<file path="config.mk">
export PLATFORM = sky130hd
export DESIGN_NAME = alu_arbiter_flat
export DESIGN_NICKNAME = d
export VERILOG_FILES = /design/src/rtl/alu_arbiter_if.sv /design/src/rtl/alu_arbiter.sv /design/src/flat_wrapper.sv
export SDC_FILE = /design/constraint.sdc
export NUM_CORES = 1
export LEC_CHECK = 0
export ABC_AREA = 1
export CAP_MARGIN = 40
export CORE_MARGIN = 3
export CORE_UTILIZATION = 35
export DETAILED_ROUTE_END_ITERATION = 7
export PLACE_DENSITY_LB_ADDON = 0.3
export SYNTH_ARGS = -nofsm -noshare
export SYNTH_HDL_FRONTEND = slang
export SYNTH_SLANG_ARGS = --single-unit
</file>
<file path="constraint.sdc">
create_clock -name clk -period 6.7 [get_ports clk]
set_input_delay 1.34 -clock clk [delete_from_list [all_inputs] [get_ports clk]]
set_output_delay 1.34 -clock clk [all_outputs]
set_load 0.01 [all_outputs]
</file>
<file path="src/rtl/alu_arbiter_if.sv">
// Bundles the two-requester operation/response handshakes and the shared ALU
// connection of the alu_arbiter block.
interface alu_arbiter_if #(
  parameter int WIDTH = 32
);
  logic [1:0]         req_valid;
  logic [1:0]         req_ready;
  logic [2*WIDTH-1:0] req_a;
  logic [2*WIDTH-1:0] req_b;
  logic [7:0]         req_ctrl;
  logic [1:0]         resp_valid;
  logic [1:0]         resp_ready;
  logic [WIDTH-1:0]   resp_result;
  logic               resp_zero;
  logic [WIDTH-1:0]   alu_a;
  logic [WIDTH-1:0]   alu_b;
  logic [3:0]         alu_ctrl;
  logic [WIDTH-1:0]   alu_out;
  logic               alu_zero;

  modport slave (
    input  req_valid, req_a, req_b, req_ctrl, resp_ready, alu_out, alu_zero,
    output req_ready, resp_valid, resp_result, resp_zero, alu_a, alu_b, alu_ctrl
  );

  modport master (
    output req_valid, req_a, req_b, req_ctrl, resp_ready, alu_out, alu_zero,
    input  req_ready, resp_valid, resp_result, resp_zero, alu_a, alu_b, alu_ctrl
  );
endinterface

</file>
<file path="src/rtl/alu_arbiter.sv">
// Round-robin arbiter giving two requesters time-shared access to one
// combinational ALU: accept, execute for one cycle, then hold the response.
module alu_arbiter #(
  parameter int WIDTH = 32
) (
  input  logic         clk,
  input  logic         reset,
  alu_arbiter_if.slave bus,
  output logic         busy,
  output logic [15:0]  op_count
);

  typedef enum logic [1:0] {IDLE, EXEC, RESP} state_t;

  state_t           state;
  logic             last_grant;
  logic             gnt;
  logic             grant_sel;
  logic [WIDTH-1:0] a_q;
  logic [WIDTH-1:0] b_q;
  logic [3:0]       ctrl_q;
  logic [WIDTH-1:0] result_q;
  logic             zero_q;
  logic [1:0]       resp_valid_q;
  logic [15:0]      op_count_q;

  // Under contention the requester that did not win last time is chosen.
  always_comb begin
    grant_sel = bus.req_valid[1];
    if (bus.req_valid == 2'b11) grant_sel = ~last_grant;
    bus.req_ready = 2'b00;
    if (state == IDLE && bus.req_valid != 2'b00)
      bus.req_ready = grant_sel ? 2'b10 : 2'b01;
  end

  always_ff @(posedge clk or posedge reset) begin
    if (reset) begin
      state        <= IDLE;
      last_grant   <= 1'b1;
      gnt          <= 1'b0;
      a_q          <= '0;
      b_q          <= '0;
      ctrl_q       <= '0;
      result_q     <= '0;
      zero_q       <= 1'b0;
      resp_valid_q <= 2'b00;
      op_count_q   <= 16'h0000;
    end else begin
      case (state)
        IDLE: begin
          if (bus.req_valid != 2'b00) begin
            gnt    <= grant_sel;
            a_q    <= grant_sel ? bus.req_a[2*WIDTH-1:WIDTH] : bus.req_a[WIDTH-1:0];
            b_q    <= grant_sel ? bus.req_b[2*WIDTH-1:WIDTH] : bus.req_b[WIDTH-1:0];
            ctrl_q <= grant_sel ? bus.req_ctrl[7:4] : bus.req_ctrl[3:0];
            state  <= EXEC;
          end
        end
        EXEC: begin
          result_q     <= bus.alu_out;
          zero_q       <= bus.alu_zero;
          resp_valid_q <= gnt ? 2'b10 : 2'b01;
          state        <= RESP;
        end
        RESP: begin
          if (bus.resp_ready[gnt]) begin
            last_grant   <= gnt;
            op_count_q   <= op_count_q + 16'd1;
            resp_valid_q <= 2'b00;
            state        <= IDLE;
          end
        end
        default: state <= IDLE;
      endcase
    end
  end

  assign bus.alu_a       = a_q;
  assign bus.alu_b       = b_q;
  assign bus.alu_ctrl    = ctrl_q;
  assign bus.resp_result = result_q;
  assign bus.resp_zero   = zero_q;
  assign bus.resp_valid  = resp_valid_q;
  assign busy            = (state != IDLE);
  assign op_count        = op_count_q;

endmodule

</file>
<file path="src/flat_wrapper.sv">
// flat-port wrapper written by rule: the top's interface ports become plain ports
module alu_arbiter_flat 
#(
  parameter int WIDTH = 32
)
  (clk, reset, busy, op_count, bus_req_valid, bus_req_a, bus_req_b, bus_req_ctrl, bus_resp_ready, bus_alu_out, bus_alu_zero, bus_req_ready, bus_resp_valid, bus_resp_result, bus_resp_zero, bus_alu_a, bus_alu_b, bus_alu_ctrl);
  alu_arbiter_if #(.WIDTH(WIDTH)) bus_i ();
  input  logic clk;
  input  logic reset;
  output logic busy;
  output logic [15:0] op_count;
  input wire logic [$bits(bus_i.req_valid)-1:0] bus_req_valid;
  input wire logic [$bits(bus_i.req_a)-1:0] bus_req_a;
  input wire logic [$bits(bus_i.req_b)-1:0] bus_req_b;
  input wire logic [$bits(bus_i.req_ctrl)-1:0] bus_req_ctrl;
  input wire logic [$bits(bus_i.resp_ready)-1:0] bus_resp_ready;
  input wire logic [$bits(bus_i.alu_out)-1:0] bus_alu_out;
  input wire logic [$bits(bus_i.alu_zero)-1:0] bus_alu_zero;
  output wire logic [$bits(bus_i.req_ready)-1:0] bus_req_ready;
  output wire logic [$bits(bus_i.resp_valid)-1:0] bus_resp_valid;
  output wire logic [$bits(bus_i.resp_result)-1:0] bus_resp_result;
  output wire logic [$bits(bus_i.resp_zero)-1:0] bus_resp_zero;
  output wire logic [$bits(bus_i.alu_a)-1:0] bus_alu_a;
  output wire logic [$bits(bus_i.alu_b)-1:0] bus_alu_b;
  output wire logic [$bits(bus_i.alu_ctrl)-1:0] bus_alu_ctrl;
  assign bus_i.req_valid = bus_req_valid;
  assign bus_i.req_a = bus_req_a;
  assign bus_i.req_b = bus_req_b;
  assign bus_i.req_ctrl = bus_req_ctrl;
  assign bus_i.resp_ready = bus_resp_ready;
  assign bus_i.alu_out = bus_alu_out;
  assign bus_i.alu_zero = bus_alu_zero;
  assign bus_req_ready = bus_i.req_ready;
  assign bus_resp_valid = bus_i.resp_valid;
  assign bus_resp_result = bus_i.resp_result;
  assign bus_resp_zero = bus_i.resp_zero;
  assign bus_alu_a = bus_i.alu_a;
  assign bus_alu_b = bus_i.alu_b;
  assign bus_alu_ctrl = bus_i.alu_ctrl;
  alu_arbiter #(.WIDTH(WIDTH)) u_core (.clk(clk), .reset(reset), .bus(bus_i), .busy(busy), .op_count(op_count));
endmodule
</file>
==> results of run 1 <==
synth_stat cells (all sizes together):
library cell,number,area (µm²)
nand2,264,993
dfrtp,122,3050
nand3,74,370
mux2,33,372
buf,20,111
nor2,20,87.6
inv,18,67.6
nand3b,6,45.0
xor2,6,52.6
clkbuf,5,18.8
a21oi,2,21.3
o21ai,2,13.8
a31o,1,8.76
dfstp,1,26.3
ha,1,12.5
nand4,1,6.26
o21bai,1,7.51
area by class of cell:
type                            count  area share [%]
Sequential cell                   123            34.2
Clock inverter                      9            1.33
Multi-Input combinational cell    411            22.2
Timing Repair Buffer              302            33.8
Clock buffer                       22            5.15
Tap cell                          184            2.56
Inverter                           18           0.778
layer usage:
| metal | up-vias | GRT usage [%] |
|---|---|---|
| met2 | 213 | 32.7 |
| li1 | 2431 | - |
| met1 | 2334 | 21.9 |
| met4 | 0 | 6.98 |
| met5 | - | 0 |
| met3 | 25 | 8.88 |
through the flow:
stage	hold slack [ns]	utilization, %
2_1_floorplan	0.468	-
3_3_place_gp	0.478	57.2
3_5_place_dp	0.483	57.5
4_1_cts	0.497	61.5
5_1_grt	0.512	61.5
6_report	0.493	61.5
worst max path at each step:
stage,startpoint,endpoint,slack [ns]
after CTS,bus_req_valid[0],bus_req_ready[1],2.57
after floorplan,reset,u_core.bus.alu_a[0],2.09
after global routing,bus_req_valid[1],bus_req_ready[1],2.53
after detailed placement,bus_req_valid[0],bus_req_ready[1],2.57
final,bus_req_valid[0],bus_req_ready[0],2.58
after global placement,bus_req_valid[1],bus_req_ready[1],2.59
sequential cells by signal, indices dropped and copies added (netlist names):
register,count
u_core.bus.alu_a,32
u_core.bus.alu_b,32
u_core.bus.resp_result,32
u_core.op_count,16
u_core.bus.alu_ctrl,4
u_core.bus.resp_valid,2
u_core.state,2
u_core.bus.resp_zero,1
u_core.gnt,1
u_core.last_grant,1
power by group:
group | internal, mW | switching, mW | total (mW)
Combinational | 0.963 | 0.791 | 1.75
Clock | 0.598 | 0.318 | 0.916
Sequential | 1.09 | 0.186 | 1.28
worst min-delay path, cell delays in order, from the launching register on:
cell	delay [ns]
dfrtp_1	0.34
nand2_1	0.05
nand3_1	0.07
placed cells by master, fill, tap and decap left out, types with 3 or more instances in the layout:
master	n
nand3_1	74
clkbuf_1	3
bufinv_16	3
dfrtp_1	122
nor2_1	17
xor2_1	6
buf_4	4
clkdlybuf4s50_1	296
clkbuf_16	17
inv_1	17
mux2_2	33
nand3b_1	6
nand2_1	263
clkinv_2	6
cell families (layout without fill, tap and decap cells):
logic type,after synthesis,count (layout)
adder cells (fa/ha/maj),1,1
AO/OA/AOI/OAI,6,6
XOR/XNOR,6,6
multiplexers,33,33
flip-flops,123,123
buffers and inverters,43,351
AND/OR/NAND/NOR,365,365
==> impl_metrics.tcl, run 1 <==
set metrics [dict create \
    yosys_register_bits 123 \
    n_fill_cell 1273 \
    worst_slew_pin_slew_ns 0.784 \
    htree_levels 4 \
    top_layer "met4" \
    rows 44 \
    grt_overflow 0 \
    yosysSeqAreaShare_pct 58.5 \
    synth_cells 577 \
    outcome "completed" \
    cp.required_ns 5.36 \
    synth_cell_types 24 \
    setup_viol 0 \
    ctsHoldBuffers 0 \
    grt_antenna_before_repair 0 \
    p_per_area_nw_per_um2 438 \
    cp-start-kind "input pin" \
    finalNetCount 1049 \
    slew_headroom_pct 47.7 \
    end_kind "primary output" \
    post_cts_buffers 0 \
    syn_to_final_growth_pct 71.0 \
    fmax_ghz 0.243 \
    die_h_um 129 \
    rsz0062_at_grt "no" \
    r2r-end "u_core.bus.alu_b[13]" \
    hold_class "reg -> reg" \
    numClockSinks 123 \
    via_per_inst 4.68 \
    period_share_pct 61.4 \
    vias 5003 \
    synth_top_family_by_area "simple AND/OR/NAND/NOR gates" \
    yosysWarnings 0 \
    cts_resized 0 \
    cts.reportedPaths.clkPinSlew_ns 0.05 \
    n_antenna_cell 0 \
    grt_pass1_wl_um 25300 \
    multi_input_area_um2 2000 \
    cp_top_family "buffers and inverters" \
    clock_path_buffers 2 \
    wl_met2_um 8070 \
    hold_end "u_core.bus.alu_b[29]" \
    fp.dieW_um 129 \
    placed_area_um2 8420 \
    grt_max_degree 70 \
    cpMaxStageDelayCell "clkdlybuf4s50_1" \
    post_synth_mux_area_share_pct 7.05 \
    drive_above_1_share_pct 8.59 \
    holdPathStages 2 \
    grt_pass1_vias 5012 \
    cts_tree "yes" \
    yosys.area_share.simple_pct 28.5 \
    peakVddDrop_mv 0.196 \
    drtIter0Drc 248 \
    fin_area_um2 9010 \
    r2r_start "u_core.state[0]" \
    ff2ff_path_depth 6 \
    dp_slack_ns 2.57 \
    wl_per_cell_um 15.4 \
    synth_area_um2 5270 \
    place_congestion 0.768 \
    cpMostUsedCell "clkdlybuf4s50_1" \
    crit_chain "clkdlybuf4s50_1, nand2_1, a21oi_4, clkdlybuf4s50_1" \
    fin_crit_ns 4.12 \
    synth.avg_cell_area_um2 9.13 \
    synthAdderAreaFrac_pct 0.238 \
    synth_xor_area_share_pct 0.998 \
    power.total_mw 3.95 \
    ios 297 \
    met3WireLength_um 1680 \
    hpwl_um 11900 \
    hold_start "u_core.bus.alu_b[29]" \
    dp.cells 1038 \
    port_buffers 296 \
    start_util_pct 36.0 \
    wl_met1_um 6360 \
    firstDrtPassIters 4 \
    fin_cells 1069 \
    criticalPathCategory "in -> out" \
    root_buffer "clkbuf_16" \
    finalWirelength_um 16400 \
    grt_use_total_pct 19.5 \
    r2r_slack_ns 4.81 \
    cp.depth 4 \
    critPathMaxStageDelay_ns 0.57 \
    crit_path_max_fanout 2 \
    drc 0 \
    clock_latency_ns 0.42 \
    slew_violations 0 \
    finClkSkew_ns 0.0127 \
    synth-compound-area-share_pct 0.974 \
    drt.antenna.violating_nets 0 \
    setup-tns-final_ns 0 \
    finalWorstSetupSlack_ns 2.58 \
    hold_viol_final 0 \
    critPathBufInv 2 \
    cellLeakagePower_nw 4.00 \
    cts_made_buffers 17 \
    core_area_um2 14600 \
    synth_nets 753 \
    max-cap-violations 0 \
    cp.arrival_ns 2.78 \
    regArea_um2 3080 \
    die_area_um2 16600 \
]
(Power assumes the default switching activity.)
==> inputs of run 2 (changes only) <==
==> constraint.sdc (replaced) <==
create_clock -name clk -period 3.5 [get_ports clk]
set_input_delay 0.7 -clock clk [delete_from_list [all_inputs] [get_ports clk]]
set_output_delay 0.7 -clock clk [all_outputs]
set_load 0.01 [all_outputs]
==> impl_metrics.tcl, run 2 (synthesis gave the netlist of run 1 again) <==
set metrics [dict create \
    start_util_pct 36.0 \
    place_congestion 0.789 \
    clock_latency_ns 0.40 \
    via_per_inst 4.65 \
    finClkSkew_ns 0.00720 \
    finalWirelength_um 16400 \
    finalNetCount 1049 \
    hpwl_um 11800 \
    finalHoldWorstSlack_ns 0.493 \
    layout_commonest_cell "clkdlybuf4s50_1" \
    cp.arrival_ns 2.11 \
    cts_resized 0 \
    cp-start-kind "input pin" \
    post_cts_buffers 0 \
    syn_to_final_growth_pct 71.4 \
    drtIter0Drc 296 \
    worstSetupStartpoint "bus_req_valid[1]" \
    grt_antenna_before_repair 0 \
    vias 4975 \
    fmax_ghz 0.356 \
    final_cell_mix "clkdlybuf4s50_1, nand2_1, dfrtp_1" \
    max-cap-violations 0 \
    die_h_um 129 \
    cts.reportedPaths.clkPinSlew_ns 0.05 \
    drc 0 \
    ios 297 \
    port_buffers 296 \
    wl_per_cell_um 15.3 \
    ctsHoldBuffers 0 \
    cellLeakagePower_nw 3.99 \
    end_kind "primary output" \
    setup-tns-final_ns 0 \
    grt_use_total_pct 19.7 \
    outcome "completed" \
    firstDrtPassIters 4 \
    slew_violations 0 \
    numClockSinks 123 \
    worst_slew_pin_slew_ns 0.781 \
    crit_path_max_fanout 3 \
    period_share_pct 80.2 \
    criticalPathCategory "in -> out" \
    htree_levels 4 \
    core_area_um2 14600 \
    die_area_um2 16600 \
    rsz0062_at_grt "no" \
    peakVddDrop_mv 0.394 \
    grt_pass1_wl_um 25500 \
    p_per_area_nw_per_um2 837 \
    grt_overflow 0 \
    rows 44 \
    n_antenna_cell 0 \
    hold_start "u_core.bus.alu_b[29]" \
    fin_crit_ns 2.81 \
    clock_path_buffers 2 \
    hold_class "reg -> reg" \
    grt_max_degree 70 \
    grt_pass1_vias 5024 \
    fp.dieW_um 129 \
    cts_made_buffers 17 \
    cp.required_ns 2.80 \
    slew_headroom_pct 47.8 \
    cts_tree "yes" \
    r2r_start "u_core.state[0]" \
    drt.antenna.violating_nets 0 \
    drive_above_1_share_pct 8.92 \
    root_buffer "clkbuf_16" \
    setup_viol 0 \
    hold_viol_final 0 \
]
-- run 2: final cells by class --
cell class,instances,area [µm²]
tap,184,230
clock buffer,22,484
timing repair buffer,302,3050
multi-input combinational,411,2000
inverter,18,71.3
sequential,123,3080
fill,1233,5620
clock inverter,10,114
-- run 2: path summary, 6_finish.rpt --
check | endpoint | slack (ns) | depth (start not counted)
max | bus_req_ready[0] | 0.69 | 4
min reg2reg | u_core.bus.alu_b[29] | 0.49 | 2
max in group asynchronous | u_core.last_grant | 1.99 | 3
min | u_core.bus.alu_b[29] | 0.49 | 2
max reg2reg | u_core.bus.alu_a[13] | 1.62 | 6
min in group asynchronous | u_core.bus.alu_b[23] | 0.79 | 2
-- run 2: metal layers --
layer / share of wire, % / global-route usage [%] / routed length, µm
met1: 38 / 21.6 / 6250
met2: 50 / 33.8 / 8270
met3: 10 / 9.63 / 1710
met4: 1.1 / 5.62 / 178
met5: 0 / 0 / 0
-- run 2: worst max-delay path, cell delays in order --
cell	delay (ns)
clkdlybuf4s50_1	0.59
o21ai_4	0.10
a21oi_4	0.15
clkdlybuf4s50_1	0.56
-- run 2: power breakdown --
part | internal (mW) | switching, mW | total, mW
Sequential | 2.09 | 0.362 | 2.45
Clock | 1.12 | 0.634 | 1.76
Combinational | 1.84 | 1.51 | 3.35
Total | 5.05 | 2.50 | 7.56
-- run 2: through the flow --
step,setup slack (ns),cells,cell area (µm²),total power [mW],util (%)
floorplan,1.29,577,5270,3.99,-
global route,0.621,1070,9030,8.04,61.6
finish,0.692,1070,9030,7.56,61.6
global placement,0.666,1037,8410,5.80,57.4
CTS,0.662,1070,9030,7.67,61.6
detailed placement,0.663,1038,8430,5.87,57.6
==> inputs of run 3 (changes only) <==
==> constraint.sdc (replaced) <==
create_clock -name clk -period 2.5 [get_ports clk]
set_input_delay 0.5 -clock clk [delete_from_list [all_inputs] [get_ports clk]]
set_output_delay 0.5 -clock clk [all_outputs]
set_load 0.01 [all_outputs]
==> impl_metrics.tcl, run 3 (synthesis gave the netlist of run 1 again) <==
set metrics [dict create \
    fin_crit_ns 2.41 \
    r2r_start "u_core.state[0]" \
    wl_met1_um 6440 \
    r2r-end "u_core.bus.alu_b[29]" \
    grt_use_total_pct 19.8 \
    cts_made_buffers 17 \
    vias 4995 \
    top_layer "met4" \
    drt.antenna.violating_nets 0 \
    htree_levels 4 \
    via_per_inst 4.66 \
    hpwl_um 11700 \
    hold_viol_final 0 \
    max-cap-violations 0 \
    cts.reportedPaths.clkPinSlew_ns 0.05 \
    finalNetCount 1051 \
    n_antenna_cell 0 \
    setup_viol 0 \
    clock_path_buffers 2 \
    drtIter0Drc 266 \
    cp-start-kind "input pin" \
    met3WireLength_um 1590 \
    wl_met2_um 7960 \
    fp.dieW_um 129 \
    grt_pass1_wl_um 25400 \
    place_congestion 0.810 \
    outcome "completed" \
    finalHoldWorstSlack_ns 0.491 \
    slew_headroom_pct 47.8 \
    end_kind "primary output" \
    wl_per_cell_um 15.3 \
    syn_to_final_growth_pct 73.2 \
    grt_overflow 0 \
    final_cell_mix "clkdlybuf4s50_1, nand2_1, dfrtp_1" \
    die_area_um2 16600 \
    r2r_slack_ns 0.71 \
    crit_end "bus_req_ready[0]" \
    core_area_um2 14600 \
    criticalPathCategory "in -> out" \
    finClkSkew_ns 0.00544 \
    numClockSinks 123 \
    worst_slew_pin_slew_ns 0.783 \
    drive_above_1_share_pct 9.12 \
    setup-tns-final_ns 0 \
    ios 297 \
    dp_slack_ns 0.0619 \
    cellLeakagePower_nw 4.04 \
    cp.arrival_ns 1.91 \
    fmax_ghz 0.415 \
    die_h_um 129 \
    p_per_area_nw_per_um2 1200 \
    start_util_pct 36.0 \
    layout_commonest_cell "clkdlybuf4s50_1" \
    grt_antenna_before_repair 0 \
    rows 44 \
    worstSetupStartpoint "bus_req_valid[0]" \
    firstDrtPassIters 5 \
    ff2ff_path_depth 6 \
    clock_latency_ns 0.41 \
    port_buffers 296 \
    finalWorstSetupSlack_ns 0.0879 \
    grt_pass1_vias 4925 \
    cp.required_ns 2.00 \
    hold_class "reg -> reg" \
    root_buffer "clkbuf_16" \
    period_share_pct 96.5 \
    cts_tree "yes" \
    drc 0 \
    slew_violations 0 \
    cts_resized 0 \
    ctsHoldBuffers 0 \
    finalWirelength_um 16400 \
    peakVddDrop_mv 0.551 \
    grt_max_degree 70 \
    crit_path_max_fanout 2 \
    post_cts_buffers 0 \
    rsz0062_at_grt "no" \
]
-- run 3: changes by cell type in the layout (fill, tap and decap cells not counted) --
cell / change
nor2_2: +1
inv_6: -1
clkbuf_1: +1
clkinv_2: -1
clkinv_4: +2
bufinv_16: +4
clkbuf_8: -2
buf_4: +2
clkinvlp_4: -3
nor2_1: -1
-- run 3: worst min-delay path by stage --
stage	from	to	slack, ns	depth (start not counted)
2_1_floorplan	u_core.last_grant	u_core.last_grant	0.47	2
3_3_place_gp	u_core.bus.alu_a[8]	u_core.bus.alu_a[8]	0.48	2
3_5_place_dp	u_core.bus.alu_b[21]	u_core.bus.alu_b[21]	0.48	2
4_1_cts	u_core.bus.alu_b[21]	u_core.bus.alu_b[21]	0.50	2
5_1_grt	u_core.bus.resp_result[14]	u_core.bus.resp_result[14]	0.51	1
6_report	u_core.bus.alu_b[21]	u_core.bus.alu_b[21]	0.49	2
-- run 3: through the flow --
step           power (mW)  instance area, µm²  cells  utilization, %
4_1_cts              11.1                9120   1072            62.3
3_5_place_dp         8.22                8440   1040            57.7
6_report             10.9                9120   1072            62.3
2_1_floorplan        5.59                5270    577               -
3_3_place_gp         8.12                8420   1039            57.5
5_1_grt              11.7                9120   1072            62.3
-- run 3: critical path: stages --
cell	delay, ns
clkdlybuf4s50_1	0.53
nand2_1	0.13
a21oi_4	0.20
clkdlybuf4s50_1	0.56
-- run 3: final cells by class --
type	instances	area, µm²
multi-input combinational	411	2010
inverter	18	71.3
clock inverter	11	215
timing repair buffer	304	3060
sequential	123	3080
clock buffer	21	460
tap	184	230
fill	1249	5520
-- run 3: routing by layer --
metal | global-route usage, % | vias up
met3 | 8.88 | 27
met4 | 7.66 | 0
met1 | 22.3 | 2325
met2 | 33.1 | 214
li1 | - | 2429
met5 | 0 | -
-- run 3: report_power, final --
| group | switching (mW) | internal [mW] | total [mW] |
|---|---|---|---|
| sequential | 0.502 | 2.92 | 3.42 |
| combinational | 2.12 | 2.59 | 4.71 |
| clock | 0.875 | 1.92 | 2.80 |
==> patch 1 (settings of run 3) <==
`WIDTH` is set to 32 in 3 places; all go to 24.
--- a/src/rtl/alu_arbiter_if.sv
+++ b/src/rtl/alu_arbiter_if.sv
@@ -2,5 +2,5 @@
 // connection of the alu_arbiter block.
 interface alu_arbiter_if #(
-  parameter int WIDTH = 32
+  parameter int WIDTH = 24
 );
   logic [1:0]         req_valid;
--- a/src/rtl/alu_arbiter.sv
+++ b/src/rtl/alu_arbiter.sv
@@ -2,5 +2,5 @@
 // combinational ALU: accept, execute for one cycle, then hold the response.
 module alu_arbiter #(
-  parameter int WIDTH = 32
+  parameter int WIDTH = 24
 ) (
   input  logic         clk,
--- a/src/flat_wrapper.sv
+++ b/src/flat_wrapper.sv
@@ -2,5 +2,5 @@
 module alu_arbiter_flat 
 #(
-  parameter int WIDTH = 32
+  parameter int WIDTH = 24
 )
   (clk, reset, busy, op_count, bus_req_valid, bus_req_a, bus_req_b, bus_req_ctrl, bus_resp_ready, bus_alu_out, bus_alu_zero, bus_req_ready, bus_resp_valid, bus_resp_result, bus_resp_zero, bus_alu_a, bus_alu_b, bus_alu_ctrl);
Ports: changed (6 resized); port bits go from 297 to 233. The function was not compared with the original's and may differ.
==> patch 1 against run 3 <==
Total power fell by 28%. Final area decreased by 22%. Highest routed layer unchanged. Wire length fell by 21%. Non-clock buffer count down 63. First-iteration DRC count decreased by 34%. Synthesized area down 18%. Sequential cell count decreased by 24. Worst setup slack gained 0.023 ns.
==> patch 1: results <==
[placed_design]
place_inst = 840
place.gp.congestion = 0.7866
place_area_um2 = 6780
post-place-ws_ns = 0.09134
port_buffers = 232
hpwlAfterDp_um = 9454

[power_and_ir_drop]
clkPwrFrac_pct = 19.1
pg_comb_mw = 3.66
ir_drop_mv = 0.6454
cellPowerDensity_nw_per_um2 = 1114
p_int_mw = 5.237
power_leakage_nw = 3.155

[global_routing]
met2_usage_pct = 33.22
met1_usage_pct = 22.57
grtUsageTotal_pct = 19.42
grt_pass1_wl_um = 20710
grt_pass1_vias = 4244
grt_max_degree = 100
gr-usage-met3_pct = 5.347
antenna_found_initial = 0

[yosys]
synth_flop_cell = dfrtp_1
synthAdderAreaFrac_pct = 0.2913
syn_area_per_cell_um2 = 9.024
synthDistinctLibCells = 23
synth-compound-area-share_pct = 1.078
synthMuxAreaShare_pct = 6.554
ys_top_cells_by_area = dfrtp_1 57%, nand2_1 19%, nand3_1 6.8%, mux2_2 6.6%, nor2_1 1.7%
synth_xor_area_share_pct = 1.223
yosys-top-cells-count = 214 x nand2_1, 98 x dfrtp_1, 58 x nand3_1
synth_fp_nets = 612
yosysSeqAreaShare_pct = 57.70

[outcome]
status = finished, final reports clean

[drt]
dr.first_iter.drc_count = 176
wl_per_cell_um = 15.07
drt-pass1-iter-count = 5
dr_wl_met2_um = 6653
vias = 4050
drt-met1-wl_um = 4912
wl_met3_um = 993

[setup_path]
critical_path.top_delay_family = buffers and inverters
arrival_ns = 1.89

[cells_and_area]
stdcell_count = 856
fill_cells = 992
drive_gt1_share_pct = 8.275

[cts]
clockBufferDepth = 2
cts_htree_levels = 3
clk_latency_ns = 0.35
cts-buffers-inserted = 9

[timing]
slew_headroom_pct = 61.62
fin_worst_skew_ns = 0.009894
setup_ws_ns = 0.1106
[patch 1: cell types whose count changed in the layout (fill, tap and decap cells not counted), sizes merged, moves of 4 or more]
cell / change
nand2: -50
dfrtp: -24
mux2: -8
nand3: -16
bufinv: -4
clkdlybuf4s50: -64
clkbuf: -11
[patch 1: worst min-delay path: stages, from the launching register on]
cell and delay [ns]:
dfrtp_1 0.34, nand2_1 0.05, nand3_1 0.07
[patch 1: worst paths after layout]
path	cells after the start	start	slack (ns)	end
min	2	u_core.bus.alu_b[2]$_DFFE_PP0P_	0.50	u_core.bus.alu_b[2]$_DFFE_PP0P_
max	5	bus_req_valid[1]	0.11	bus_req_ready[0]
max in group asynchronous	3	reset	1.46	u_core.last_grant$_DFFE_PP1P_
max reg2reg	6	u_core.state[0]$_DFFE_PP0P_	0.79	u_core.bus.alu_a[15]$_DFFE_PP0P_
min reg2reg	2	u_core.bus.alu_b[2]$_DFFE_PP0P_	0.50	u_core.bus.alu_b[2]$_DFFE_PP0P_
min in group asynchronous	3	reset	0.66	u_core.bus.alu_b[13]$_DFFE_PP0P_
[patch 1: logic make-up (layout without fill, tap and decap cells)]
kind of cell,Yosys count,after routing
XOR/XNOR,6,6
buffers and inverters,37,274
AO/OA/AOI/OAI,6,6
AND/OR/NAND/NOR,302,302
flip-flops,99,99
multiplexers,25,25
adder cells (fa/ha/maj),1,1
[patch 1: layout make-up]
cell class,count,area [um^2],area share [%]
inverters,17,67.56,0.9509
multi-input cells,340,1653,23.26
well taps,143,178.9,2.518
repair buffers,241,2402,33.81
flip-flops and latches,99,2479,34.88
clock buffers,10,239.0,3.363
clock inverters,6,86.33,1.215
==> patch 2 (settings of run 3) <==
Made on the original files. Re-encode `state_t` (3 states) as one-hot, 3 bits wide.
--- a/src/rtl/alu_arbiter.sv
+++ b/src/rtl/alu_arbiter.sv
@@ -11,5 +11,5 @@
 );
 
-  typedef enum logic [1:0] {IDLE, EXEC, RESP} state_t;
+  typedef enum logic [2:0] {IDLE = 3'b001, EXEC = 3'b010, RESP = 3'b100} state_t;
 
   state_t           state;
Behaviour: same outputs for any inputs over 4 cycles, from zero or initial values and one cycle with reset high; so few cycles prove little.
==> patch 2 against run 3 <==
Count of clock-buffer cells in the layout up 4. Combinational power down 1%. First-iteration DRC count down 20%. Utilization down 2.9 points. Total power down 6.0%. Worst setup slack better by 0.013 ns. Sequential cell count up 1. Final area up 4.6%. Synthesized area up 10%. Wire length up 10%. Highest routed layer unchanged.
==> patch 2: results <==
[yosys]
synthDistinctLibCells = 23
synthAdderAreaFrac_pct = 0.2159
yosysSeqAreaShare_pct = 53.58
yosys-top-cells-count = 473 x nand2_1, 122 x dfrtp_1, 33 x mux2_2
syn_area_per_cell_um2 = 7.800
netlist_area_um2 = 5796
synthMuxAreaShare_pct = 6.412
synth_fp_nets = 919
synth_xor_area_share_pct = 0.9067
synth-compound-area-share_pct = 0.8636

[global_routing]
grt_pass1_vias = 5578
grtUsageTotal_pct = 19.93
grt_pass1_wl_um = 28450

[timing]
worstMarginPinSlew_ns = 0.7926
hold-worst-slack_ns = 0.4652
period_minus_slack_ns = 2.399

[outcome]
status = finished, final reports clean

[drt]
drt-pass1-iter-count = 4
vias = 5700
dr.first_iter.drc_count = 213

[placed_design]
place_area_um2 = 8996
place.gp.congestion = 0.7967
post-place-ws_ns = 0.01030

[cells_and_area]
stdcell_count = 1264
fin_nets = 1211
fill_cells = 1442

[setup_path]
r2r-start = u_core.state[0]$_DFFE_PP1P_
critPathCapture = bus_req_ready[1]
reg2reg_depth = 5
rrSetupSlack_ns = 0.62
critPathMaxFanout = 4
r2r_end = u_core.bus.alu_a[30]$_DFFE_PP0N_
startpoint = bus_req_valid[1]

[power_and_ir_drop]
power_leakage_nw = 4.615

[worst_hold_path]
worstHoldEndpoint = u_core.bus.alu_b[20]$_DFFE_PP0N_
holdCritStartpoint = u_core.bus.alu_b[20]$_DFFE_PP0N_
[patch 2: cell types whose count changed after synthesis, moves of 2 or more]
cell      before  now
nand3_1       74   16
nor3_1         0    2
nand2_1      263  473
buf_2         17   13
xnor2_1        0    3
inv_2          0    5
nand3b_1       6    1
xor2_1         6    3
o21ai_0        1    4
buf_4          2    0
inv_1         18   21
clkbuf_1       5   19
[patch 2: through the flow]
stage / total power, mW / util (%)
2_1_floorplan: 5.526 / -
3_3_place_gp: 8.036 / 56.02
3_5_place_dp: 8.119 / 56.02
4_1_cts: 10.42 / 59.39
5_1_grt: 11.01 / 59.40
6_report: 10.28 / 59.42
[patch 2: repair_timing]
action,CTS,global route
buffers inserted,0,0
resized for setup,1,1
endpoints found under the setup margin,1,1
hold buffers,0,0
[patch 2: area by class of cell]
cell class | count | share of cell area [%]
Tap cell | 216 | 2.832
Antenna cell | 1 | 0.02623
Sequential cell | 124 | 32.55
Timing Repair Buffer | 305 | 32.01
Clock inverter | 6 | 0.3803
Clock buffer | 25 | 5.298
Multi-Input combinational cell | 561 | 25.85
Inverter | 26 | 1.062
[patch 2: power breakdown]
| group | switching [mW] | internal (mW) | leakage, nW | total, mW |
|---|---|---|---|---|
| Sequential | 0.481 | 2.91 | 1.53 | 3.39 |
| Combinational | 2.21 | 2.43 | 2.82 | 4.64 |
| Clock | 0.862 | 1.39 | 0.269 | 2.25 |
[patch 2: routing by layer]
layer / track usage [%] / routed length [um]
met1: 22.75 / 7254
met2: 33.74 / 8715
met5: 0 / 0
met4: 5.882 / 268
met3: 8.979 / 1836
[patch 2: worst max-delay path: stages]
cell and delay, ns:
clkdlybuf4s50_1 0.48, buf_4 0.11, nand2_2 0.08, nor2_2 0.16, clkdlybuf4s50_1 0.57
